**src/rtl/pipeline_hazard_ctrl.sv**
```systemverilog
// Hazard control: load-use bubble, branch flush, memory-wait freeze with timeout.
// Optional saturating stall counter enabled by defining STALL_COUNTER_EN.
module pipeline_hazard_ctrl #(
   parameter int unsigned TIMEOUT = 255
) (
   input  logic        clock,
   input  logic        reset,
   input  logic [4:0]  ifIdRs,
   input  logic [4:0]  ifIdRt,
   input  logic [4:0]  idExRt,
   input  logic        idExMemToReg,
   input  logic        branchTaken,
   input  logic        memBusy,
   output logic        pcWrite,
   output logic        ifIdWrite,
   output logic        ifIdFlush,
   output logic        idExFlush,
   output logic        pipeHold,
   output logic        memTimeout,
   output logic [1:0]  state,
   output logic [15:0] stallCount
);

   localparam logic [1:0] RUN      = 2'd0;
   localparam logic [1:0] MEM_WAIT = 2'd1;
   localparam logic [1:0] FAULT    = 2'd2;
   localparam logic [7:0] TMO      = 8'(TIMEOUT);

   logic [1:0] stateQ;
   logic [7:0] waitCnt;
   logic       faultQ;
   logic       loadUse;
   logic       frozen;

   assign loadUse = idExMemToReg && (idExRt != 5'd0) &&
                    ((idExRt == ifIdRs) || (idExRt == ifIdRt));
   assign frozen  = (stateQ == FAULT) || memBusy;

   always_comb begin
      pcWrite   = 1'b1;
      ifIdWrite = 1'b1;
      ifIdFlush = 1'b0;
      idExFlush = 1'b0;
      pipeHold  = 1'b0;
      if (reset || frozen) begin
         pcWrite   = 1'b0;
         ifIdWrite = 1'b0;
         pipeHold  = 1'b1;
      end else if (branchTaken) begin
         ifIdFlush = 1'b1;
         idExFlush = 1'b1;
      end else if (loadUse) begin
         pcWrite   = 1'b0;
         ifIdWrite = 1'b0;
         idExFlush = 1'b1;
      end
   end

   always_ff @(posedge clock or posedge reset) begin
      if (reset) begin
         stateQ  <= RUN;
         waitCnt <= 8'd0;
         faultQ  <= 1'b0;
      end else begin
         case (stateQ)
            RUN: begin
               if (memBusy) begin
                  stateQ  <= MEM_WAIT;
                  waitCnt <= 8'd1;
               end
            end
            MEM_WAIT: begin
               if (!memBusy) begin
                  stateQ  <= RUN;
                  waitCnt <= 8'd0;
               end else if (waitCnt < TMO) begin
                  waitCnt <= waitCnt + 8'd1;
               end else begin
                  stateQ <= FAULT;
                  faultQ <= 1'b1;
               end
            end
            FAULT: faultQ <= 1'b1;
            default: stateQ <= RUN;
         endcase
      end
   end

   assign state      = stateQ;
   assign memTimeout = faultQ;

`ifdef STALL_COUNTER_EN
   logic [15:0] stallCnt;

   // Counts every cycle the PC is held, saturating rather than wrapping.
   always_ff @(posedge clock or posedge reset) begin
      if (reset) begin
         stallCnt <= 16'd0;
      end else if (!pcWrite && (stallCnt != 16'hFFFF)) begin
         stallCnt <= stallCnt + 16'd1;
      end
   end

   assign stallCount = stallCnt;
`else
   assign stallCount = 16'd0;
`endif

endmodule

```
**config.mk**
```make
export PLATFORM = sky130hd
export DESIGN_NAME = pipeline_hazard_ctrl
export DESIGN_NICKNAME = d
export VERILOG_FILES = /design/src/rtl/pipeline_hazard_ctrl.sv
export SDC_FILE = /design/constraint.sdc
export NUM_CORES = 1
export LEC_CHECK = 0
export CORE_ASPECT_RATIO = 0.7
export CORE_MARGIN = 1.5
export CORE_UTILIZATION = 36
export DETAILED_ROUTE_END_ITERATION = 12
export HOLD_SLACK_MARGIN = 0.05
export PLACE_DENSITY = 0.83
export SYNTH_ARGS = -nofsm -noshare
export SYNTH_HDL_FRONTEND = slang
export SYNTH_SLANG_ARGS = --single-unit
export TNS_END_PERCENT = 5
```
**constraint.sdc**
```tcl
create_clock -name clock -period 1.84 [get_ports clock]
set_clock_uncertainty 0.15 [all_clocks]
set_input_delay 0.184 -clock clock [delete_from_list [all_inputs] [get_ports clock]]
set_output_delay 0.184 -clock clock [all_outputs]
set_load 0.01 [all_outputs]
```
* After elaboration in Yosys (flattened, before gate mapping)
Index checks and enable logic that the tools add are counted.
** Cells by class
- $add $sub $neg :: 1
- Order comparisons :: 1
- Equal/unequal tests :: 9
- Multiplexer cells :: 20
- Bitwise gates (word level) :: 1
- Reduce and logical (&&, ||, !) cells :: 12
** Operators with widths (count)
- 8-bit two-way mux :: 3
- 8-bit one-hot mux with 2 select lines :: 1
- 1-bit two-way mux :: 11
- 5-bit equality test :: 2
- 3-bit AND reduction :: 3
- 8-bit by 1-bit adder with 8-bit output, second input constant :: 1
- 8-bit < comparator, second input constant :: 1
- 2-bit two-way mux :: 3
- 2-bit inequality test, second input constant :: 3
- 3-bit inequality test, second input constant :: 2
- 2-bit one-hot mux with 3 select lines :: 1
- 5-bit nonzero test :: 1
- 2-bit nonzero test :: 2
- 1-bit logical OR :: 3
- 2-bit by 1-bit equality test with 1-bit output, second input constant :: 1
- 2-bit equality test, second input constant :: 1
- 1-bit logical AND :: 2
- 2-bit logical NOT :: 1
- 1-bit one-hot mux with 2 select lines :: 1
- 1-bit inverter :: 1
** Storage, ports and cells
- Bits in registers :: 11
- Output and inout port bits :: 24
- Word-level logic and storage cells :: 47

* Logic depth before layout (Yosys ltp)
Gate-level depths: netlist of run 1.
- Word-level depth :: 6
- Gate-level depth with buffers :: 6
- Gate-level depth less buffers :: 5

* Worst setup path after synthesis of run 1
OpenSTA, ideal clock, no wires.
- Path type :: flip-flop to flip-flop
- Start point :: register waitCnt[0]
- End point :: register waitCnt[2]
- Setup time :: 0.068 ns
- Arrival :: 1.546 ns
- Data required time :: 1.622 ns
- Setup slack :: 0.076 ns
- Cell stages (with the launch flop) :: 7
- Buffers on the path :: 1
- Clock period less this slack :: 1.764 ns
- Cells stage by stage :: dfrtp_1 > ha_1 > nand3_2 > or3_1 > buf_6 > a211o_1 > nand3_1
** On the way
- Cells in the longest elaborated chain, start to end :: 4
- Elaborated cells between the ends (all ways) :: 7
** RTL lines
- start, declared :: line 30 : logic [7:0] waitCnt;
- start signal, assigned :: line 77 : waitCnt <= waitCnt + 8'd1;
- 8-bit by 1-bit adder with 8-bit output :: line 77
- 8-bit two-way mux :: line 76 : end else if (waitCnt < TMO) begin
- 8-bit two-way mux :: line 73 : if (!memBusy) begin
- 8-bit one-hot mux with 2 select lines :: line 65 : case (stateQ)
Several ways; a longest one is shown, not always the timed one. The select of a mux whose other input is x is not followed.
A chain may end at the register's enable or synchronous reset.

* Worst setup path after layout of run 1
- Start point :: input ifIdRs[0]
- End point :: output idExFlush
** On the way
- Cells in the longest elaborated chain, start to end :: 6
** RTL lines
- start, declared :: line 8 : input logic [4:0] ifIdRs,
- 5-bit equality test :: line 36 : ((idExRt == ifIdRs) || (idExRt == ifIdRt));
- 1-bit logical OR :: line 36
- 1-bit logical AND :: line 35 : assign loadUse = idExMemToReg && (idExRt != 5'd0) &&
- 1-bit two-way mux :: line 52 : end else if (loadUse) begin
- 1-bit two-way mux :: line 49 : end else if (branchTaken) begin
- 1-bit two-way mux :: line 45 : if (reset || frozen) begin
- end, declared :: line 17 : output logic idExFlush,
No other way between the ends.

==> results.py, run 1 <==
metrics = {
    "outcome": {
        "status": "finished, violations left",
        "violations": "negative setup slack",
    },
    "setup_path": {
        "cp-start-kind": "primary input",
        "path_max_fanout": 2,
        "crit_required_ns": 1.51,
        "critPathKind": "primary input to output port",
        "rr_startpoint": "waitCnt[1]",
        "crit_arrival_ns": 1.52,
        "startpoint": "ifIdRs[0]",
        "cp-end-kind": "output port",
    },
    "floorplanning": {
        "die_area_um2": 2850,
        "ios": 44,
        "initial_core_util_pct": 37.6,
        "die_height_um": 45.1,
        "core_um2": 2420,
        "rows": 15,
        "die_w_um": 63.1,
    },
    "clock_network": {
        "cts_tree": "built",
        "cts_hold_buf": 0,
        "clk_latency_ns": 0.28,
        "cts-htree-levels": 1,
        "root_buffer": "clkbuf_4",
        "clock-sinks": 11,
        "cts_max_path_buffers": 2,
        "post_cts_buffers": 0,
        "numCtsBuffers": 3,
        "clk_pin_slew_worst_paths_ns": 0.08,
    },
    "power_and_ir_drop": {
        "p_leak_nw": 0.664,
        "irDropWorstVdd_mv": 0.397,
        "p_per_area_nw_per_um2": 457,
    },
    "finish": {
        "final_area_um2": 1310,
        "area_growth_pct": 44.0,
        "nFillCells": 229,
        "nets": 172,
        "diodes": 0,
        "finalNonFillerCells": 184,
        "drive_above_1_share_pct": 24.7,
        "final_core_util_pct": 54.2,
    },
    "routing": {
        "vias_per_cell": 4.86,
        "wl_um": 2480,
        "dr.first_iter.drc_count": 24,
        "ant_nets": 0,
        "wl_per_cell_um": 13.5,
        "route.detailed.drc": 0,
        "vias": 895,
        "dr.pass1.iters": 4,
    },
    "synth": {
        "synth_top_flop_cell": "dfrtp_1",
        "syn_inst": 108,
        "syn_avg_cell_area_um2": 8.43,
        "synth.largest_area_cell": "dfrtp_1",
        "ys_warn_count": 0,
        "async_reset_ff_share_pct": 100,
        "synth_area_um2": 911,
        "seq_area_frac_synth_pct": 30.2,
        "synthTopCellsByCount": "buf_4, dfrtp_1, xor2_1",
        "yosysMostFrequentCell": "buf_4",
        "synth_edf_count": 0,
        "synth_cell_type_count": 36,
        "synth_area_leaders": "dfrtp_1, buf_4, xor2_1",
        "ys_ff_latch": 11,
        "synth_top_area_share_pct": 30.2,
    },
    "placement": {
        "hpwl_um": 1840,
        "place_area_um2": 1250,
        "io_buffers": 27,
        "dp.cells": 180,
        "place_congestion": 0.824,
    },
    "sta": {
        "maxClockFrequency_mhz": 539,
        "drv_slew": 0,
        "hold_ws_ns": 0.110,
        "worst_slew_pin_slew_ns": 0.511,
        "layout_worst_path_cycle_share_pct": 101,
        "setup_viol": 3,
        "worst_slack_ns": -0.0160,
        "min_period_ns": 1.86,
        "max_slew_margin_pct": 65.9,
        "hold_viol": 0,
        "rsz0062_at_grt": "true",
    },
    "global_routing": {
        "grt_first_pass_wirelength_um": 3430,
        "grt-ovfl-total": 0,
        "grt_pass1_vias": 801,
        "grt_max_degree": 12,
        "grt_use_total_pct": 16.1,
        "grt_antenna_before_repair": 0,
    },
    "run": {
        "drv_cap": 0,
    },
    "worst_hold_path": {
        "hold_class": "primary input to asynchronous set/reset pin",
    },
}
## path summary, 6_finish.rpt
path                       cells past startpoint    endpoint  slack [ns]
max                                            6   idExFlush       -0.02
min                                            2  memTimeout        0.11
max reg2reg                                    5  waitCnt[2]        0.10
min reg2reg                                    1  memTimeout        0.34
max in group asynchronous                      2  waitCnt[6]        1.12
min in group clock                             1  memTimeout        0.34
## timing repair
| item | 4_1_cts | 5_1_grt |
|---|---|---|
| gates resized for setup | 16 | 20 |
| pin swaps | 0 | 7 |
| cloned | 0 | 0 |
| setup endpoints to repair | 5 | 6 |
## kinds of logic (layout without fill, tap and decap cells)
group	after synthesis	after routing	share of synthesized area [%]
AO/OA/AOI/OAI	24	24	19.0
adder cells (fa/ha/maj)	1	1	1.37
multiplexers	1	1	1.10
other	1	16	0.412
AND/OR/NAND/NOR	35	35	20.2
buffers and inverters	25	52	18.1
flip-flops	11	11	30.2
XOR/XNOR	10	10	9.61
## placed cells by master (no fill, tap or decap), types with 2 or more instances in the layout
master and count:
conb_1 16, buf_4 15, clkdlybuf4s50_1 14, dfrtp_1 11
xor2_1 10, nand2_1 9, inv_1 7, dlymetal6s2s_1 6
nor2_1 5, nand3_1 4, a21oi_1 3, o21ai_0 3
nor3_2 3, clkbuf_4 3, buf_2 3, o21bai_1 2
a211o_1 2, nor3_1 2, or2_2 2, nand2b_1 2
clkdlybuf4s15_1 2
## cell type report
class / instances / area (µm²) / area share (%)
Multi-Input combinational cell: 87 / 572 / 43.6
Timing Repair Buffer: 41 / 368 / 28.1
Sequential cell: 11 / 275 / 21.0
Tap cell: 34 / 42.5 / 3.24
Inverter: 7 / 26.3 / 2.00
Clock buffer: 3 / 22.5 / 1.72
Clock inverter: 1 / 5.00 / 0.382
## power breakdown
part / internal (mW) / leakage [nW] / switching (mW)
Sequential: 0.248 / 0.148 / 0.00532
Clock: 0.0809 / 0.0177 / 0.0946
Combinational: 0.0844 / 0.497 / 0.0862
## registers in the layout (all words and copies together), names as in the netlist
register / count
waitCnt: 8
memTimeout: 1
state: 2
## per-layer routing
metal  wire length [µm]  track usage, %
met3                103            4.49
met1               1070            20.4
met4                 10            5.78
met2               1290            27.0
met5                  0               0
## through the flow
| step | power, mW | worst slack, ns | TNS, ns |
|---|---|---|---|
| after detailed placement | 0.423 | -0.682 | -2.21 |
| after CTS | 0.603 | -0.207 | -0.589 |
| after floorplan | 0.356 | 0.0756 | 0 |
| final | 0.600 | -0.0160 | -0.0306 |
| after global routing | 0.629 | -0.103 | -0.222 |
| after global placement | 0.418 | -0.551 | -1.83 |
## worst max-delay path: stages
cell and delay, ns:
clkdlybuf4s50_1 0.42, xor2_1 0.16, nor3_2 0.20, a22oi_2 0.10, o31ai_2 0.28, buf_2 0.18
No activity file was read; power rests on OpenSTA's default activity.
==> run 2, diff against run 1 <==
- CORE_MARGIN: 1.5 -> 1
- CORE_UTILIZATION: 36 -> 40
- PLACE_DENSITY: 0.83 -> 0.87
- clock period: 1.84 -> 2.1 ns (I/O delays scaled with it)
==> results.py, run 2 (synthesized netlist as in run 1, its figures left out) <==
metrics = {
    "outcome": {
        "status": "finished clean",
    },
    "finish": {
        "regMostFlops": "waitCnt",
        "nets": 168,
        "finalNonFillerCells": 178,
        "largest_reg_flops": 8,
        "drive_above_1_share_pct": 19.2,
        "nFillCells": 176,
        "final_core_util_pct": 58.1,
        "final_area_um2": 1250,
        "area_growth_pct": 37.5,
        "final_common_cell": "clkdlybuf4s50_1",
        "diodes": 0,
        "mostFrequentLayoutCells": "clkdlybuf4s50_1, conb_1, dfrtp_1, xor2_1, buf_4",
    },
    "clock_network": {
        "numCtsBuffers": 3,
        "cts-htree-levels": 1,
        "clock-sinks": 11,
        "root_buffer": "clkbuf_4",
        "cts_hold_buf": 0,
        "clk_latency_ns": 0.27,
        "cts_tree": "built",
        "post_cts_buffers": 0,
        "clk_pin_slew_worst_paths_ns": 0.08,
        "cts_max_path_buffers": 2,
    },
    "power_and_ir_drop": {
        "irDropWorstVdd_mv": 0.327,
        "switching_power_mw": 0.151,
        "swShare_pct": 29.3,
        "p_leak_nw": 0.593,
        "intPower_mw": 0.364,
        "comb_power_share_pct": 28.1,
        "p_seq_share_pct": 43.5,
        "p_per_area_nw_per_um2": 411,
        "finalPower_mw": 0.515,
        "clkPwrFrac_pct": 28.4,
    },
    "placement": {
        "place_area_um2": 1210,
        "dp.cells": 174,
        "place_ws_ns": -0.392,
        "io_buffers": 27,
        "place_congestion": 0.801,
        "hpwl_um": 1760,
    },
    "floorplanning": {
        "core_um2": 2150,
        "die_area_um2": 2480,
        "die_w_um": 59.0,
        "rows": 14,
        "die_height_um": 41.9,
        "ios": 44,
        "initial_core_util_pct": 42.3,
    },
    "sta": {
        "hold_viol": 0,
        "setup_viol": 0,
        "layout_worst_path_cycle_share_pct": 95.2,
        "min_period_ns": 2.00,
        "maxClockFrequency_mhz": 500,
        "drv_slew": 0,
        "finalSetupTns_ns": 0,
        "hold_ws_ns": 0.161,
        "rsz0062_at_grt": "true",
        "worst_slack_ns": 0.101,
    },
    "routing": {
        "vias": 913,
        "route.detailed.drc": 0,
        "wl_um": 2310,
        "ant_nets": 0,
        "dr.pass1.iters": 4,
        "vias_per_cell": 5.13,
        "dr.first_iter.drc_count": 33,
        "wl_per_cell_um": 13.0,
    },
    "global_routing": {
        "grt_pass1_vias": 821,
        "grt_antenna_before_repair": 0,
        "grt_use_total_pct": 20.5,
        "grt_first_pass_wirelength_um": 3780,
        "grt_max_degree": 12,
        "grt-ovfl-total": 0,
    },
    "setup_path": {
        "rr_startpoint": "waitCnt[0]",
        "r2r_end": "waitCnt[2]",
        "critPathKind": "primary input to output port",
        "r2r_cells": 5,
        "r2r_slack_ns": 0.15,
        "path_max_fanout": 3,
        "crit_required_ns": 1.74,
        "cp-start-kind": "primary input",
        "cp-end-kind": "output port",
        "crit_arrival_ns": 1.64,
    },
    "worst_hold_path": {
        "hold_class": "primary input to asynchronous set/reset pin",
    },
    "run": {
        "drv_cap": 0,
    },
}
[run 2: changes by cell type in the layout (fill, tap and decap cells not counted), moves of 2 or more]
cell / before / now
clkdlybuf4s50_1: 14 / 21
buf_4: 15 / 10
dlygate4sd2_1: 0 / 2
dlymetal6s2s_1: 6 / 1
clkdlybuf4s15_1: 2 / 0
[run 2: cell type report]
class	instances	area, µm²	share of cell area [%]
Inverter	7	26.3	2.10
Timing Repair Buffer	37	330	26.4
Multi-Input combinational cell	87	554	44.3
Clock buffer	4	26.3	2.10
Tap cell	32	40.0	3.20
Sequential cell	11	275	22.0
[run 2: layer usage]
metal  global-route usage, %  wire length, µm  vias to the layer above
met4                    10.0               74                        0
met2                    30.7             1080                       52
met1                    27.8             1010                      430
met3                    4.36              146                        8
met5                       0                0                        -
li1                        -                -                      423
[run 2: worst max-delay path by stage]
stage	start	to	slack [ns]	cells past startpoint
finish	idExRt[4]	ifIdWrite	0.10	6
global route	state[1]	pipeHold	-0.04	5
CTS	idExRt[2]	idExFlush	0.02	7
detailed placement	idExRt[3]	ifIdWrite	-0.39	5
global placement	idExRt[3]	ifIdWrite	-0.32	5
floorplan	waitCnt[0]	waitCnt[2]	0.34	6
[run 2: repair_timing]
item	in CTS	in global routing
cloned	0	0
endpoints found under the hold margin	0	0
gates resized for setup	16	6
endpoints found under the setup margin	5	4
pin swaps	3	5
[run 2: critical path, stage by stage]
cell and delay, ns:
clkdlybuf4s50_1 0.48, xor2_1 0.21, nor3_2 0.19, a22oi_2 0.08, o31a_1 0.32, buf_2 0.15
[run 2: power by group through the flow]
stage               combinational (mW)  sequential, mW  clock (mW)
floorplan                       0.0838           0.228           0
global placement                 0.135           0.227           0
CTS                              0.138           0.224       0.151
detailed placement               0.138           0.228           0
finish                           0.145           0.224       0.146
global route                     0.159           0.225       0.164
==> edit (flow settings as in run 1) <==
Add a define of `STALL_COUNTER_EN`.
--- a/src/rtl/pipeline_hazard_ctrl.sv
+++ b/src/rtl/pipeline_hazard_ctrl.sv
@@ -1,5 +1,7 @@
 // Hazard control: load-use bubble, branch flush, memory-wait freeze with timeout.
 // Optional saturating stall counter enabled by defining STALL_COUNTER_EN.
+`define STALL_COUNTER_EN
+
 module pipeline_hazard_ctrl #(
    parameter int unsigned TIMEOUT = 255
 ) (
Check against the original RTL: not equivalent (a bounded check fails within 4 cycles, from zero or initial values and one cycle with reset high).
==> edit against run 1 <==
- the run still ends with negative setup slack left
- synthesized area is 66% higher
- cell count is 60% higher
- largest power group is now combinational cells
- design area is 89% higher
- power grew to 3.8 times the old value
- global-route usage is 1.9 points higher
- combinational power grew to 6.7 times the old value
- sequential power grew to 3.2 times the old value
- routed wire length is 54% higher
- count of clock-buffer cells in the layout stayed put
- setup slack worse by 100 ps
- highest routed layer unchanged
- clock power is 100% higher
- sequential cell count is 16 higher
- sequential share of layout area is 6.3 points higher
==> edit: results (changes against run 1) <==
* RR Endpoint: stallCount[6]
* Clock Pin Slew Worst Setup and Hold Paths at 100 ps (+20 ps)
* Post-synthesis compound-gate area fraction at 0.0869 (-0.103)
* Worst R2R Start: stallCount[14]
* WL final at 3810 µm (+54%)
* Share of layout cells above drive strength 1 at 0.343 (+0.0963)
* Violated checks: negative setup slack
* CP delay by family, top: simple AND/OR/NAND/NOR gates
* Max reg flops at 16 (+8)
* Dpl cells at 289 (+61%)
* Critical Path End Type: register
* Nets at 265 (+54%)
* Peak VDD IR at 715 µV (+80%)
* First-pass GRT wire length at 6490 µm (+89%)
* GRT Total Usage at 0.180 (+0.0193)
* Vias in the first global route at 1,483 (+85%)
* Worst EP arrival at 2020 ps (+500 ps)
* Routability cong. at 0.814 (-1.2%)
* Iter 0 DRT Violations at 77 (+220%)
* Post-Synth Adder-Cell Area at 0.0166 (+0.00282)
* LEAKAGE at 1.12 nW (+69%)
* Status: finished, violations left
* Final setup violating endpoints at 11 (+8)
* Root Driver: clkbuf_8
* Count of different cell masters after synthesis at 34 (-5.6%)
* CP max stage cell: dfrtp_1
* Post-route setup slack at -116 ps (-100 ps)
* CP Max Fanout at 7 (+5)
* DP HPWL at 2860 µm (+56%)
* Syn avg cell area at 9.88 µm² (+17%)
-- edit: changes by cell type in the layout (fill, tap and decap cells not counted), sizes merged, moves of 3 or more --
cell | run 1 | this run
clkdlybuf4s50 | 14 | 30
dlymetal6s2s | 6 | 3
dfrtp | 11 | 27
nand4 | 0 | 8
xor2 | 10 | 21
dlygate4sd2 | 0 | 5
buf | 18 | 46
conb | 16 | 0
nor2 | 5 | 18
o21ai | 4 | 7
and3 | 1 | 6
xnor2 | 0 | 9
nor3 | 5 | 9
-- edit: tightest hold or removal path, stage by stage --
cell and delay [ps]:
clkdlybuf4s50_1 420, inv_1 60, buf_4 320
-- edit: area by class of cell --
| cell class | count | area [µm²] |
|---|---|---|
| clock buffer | 3 | 41.3 |
| clock inverter | 1 | 7.51 |
| fill | 310 | 1500 |
| inverter | 7 | 26.3 |
| multi-input combinational | 117 | 898 |
| sequential | 27 | 676 |
| tap | 52 | 65.1 |
| timing repair buffer | 87 | 758 |
-- edit: routing by layer --
| metal | GRT usage | up-vias | part of all wire |
|---|---|---|---|
| li1 | - | 710 | - |
| met1 | 0.244 | 676 | 0.46 |
| met2 | 0.286 | 44 | 0.47 |
| met3 | 0.0336 | 6 | 0.052 |
| met4 | 0.0764 | 0 | 0.018 |
| met5 | 0 | - | 0 |
-- edit: timing repair --
action,4_1_cts,5_1_grt
gates resized for setup,26,22
buffers inserted,0,1
pin swaps,20,11
gates cloned,0,0
setup endpoints to repair,23,23
-- edit: power by group through the flow --
stage                     Combinational [W]  Clock, W  Sequential (W)
after floorplan                    0.000302         0        0.000932
after detailed placement            0.00107         0        0.000803
after CTS                           0.00111  0.000361        0.000801
after global placement              0.00104         0        0.000798
final                               0.00114  0.000354        0.000805
after global routing                0.00124  0.000376        0.000822
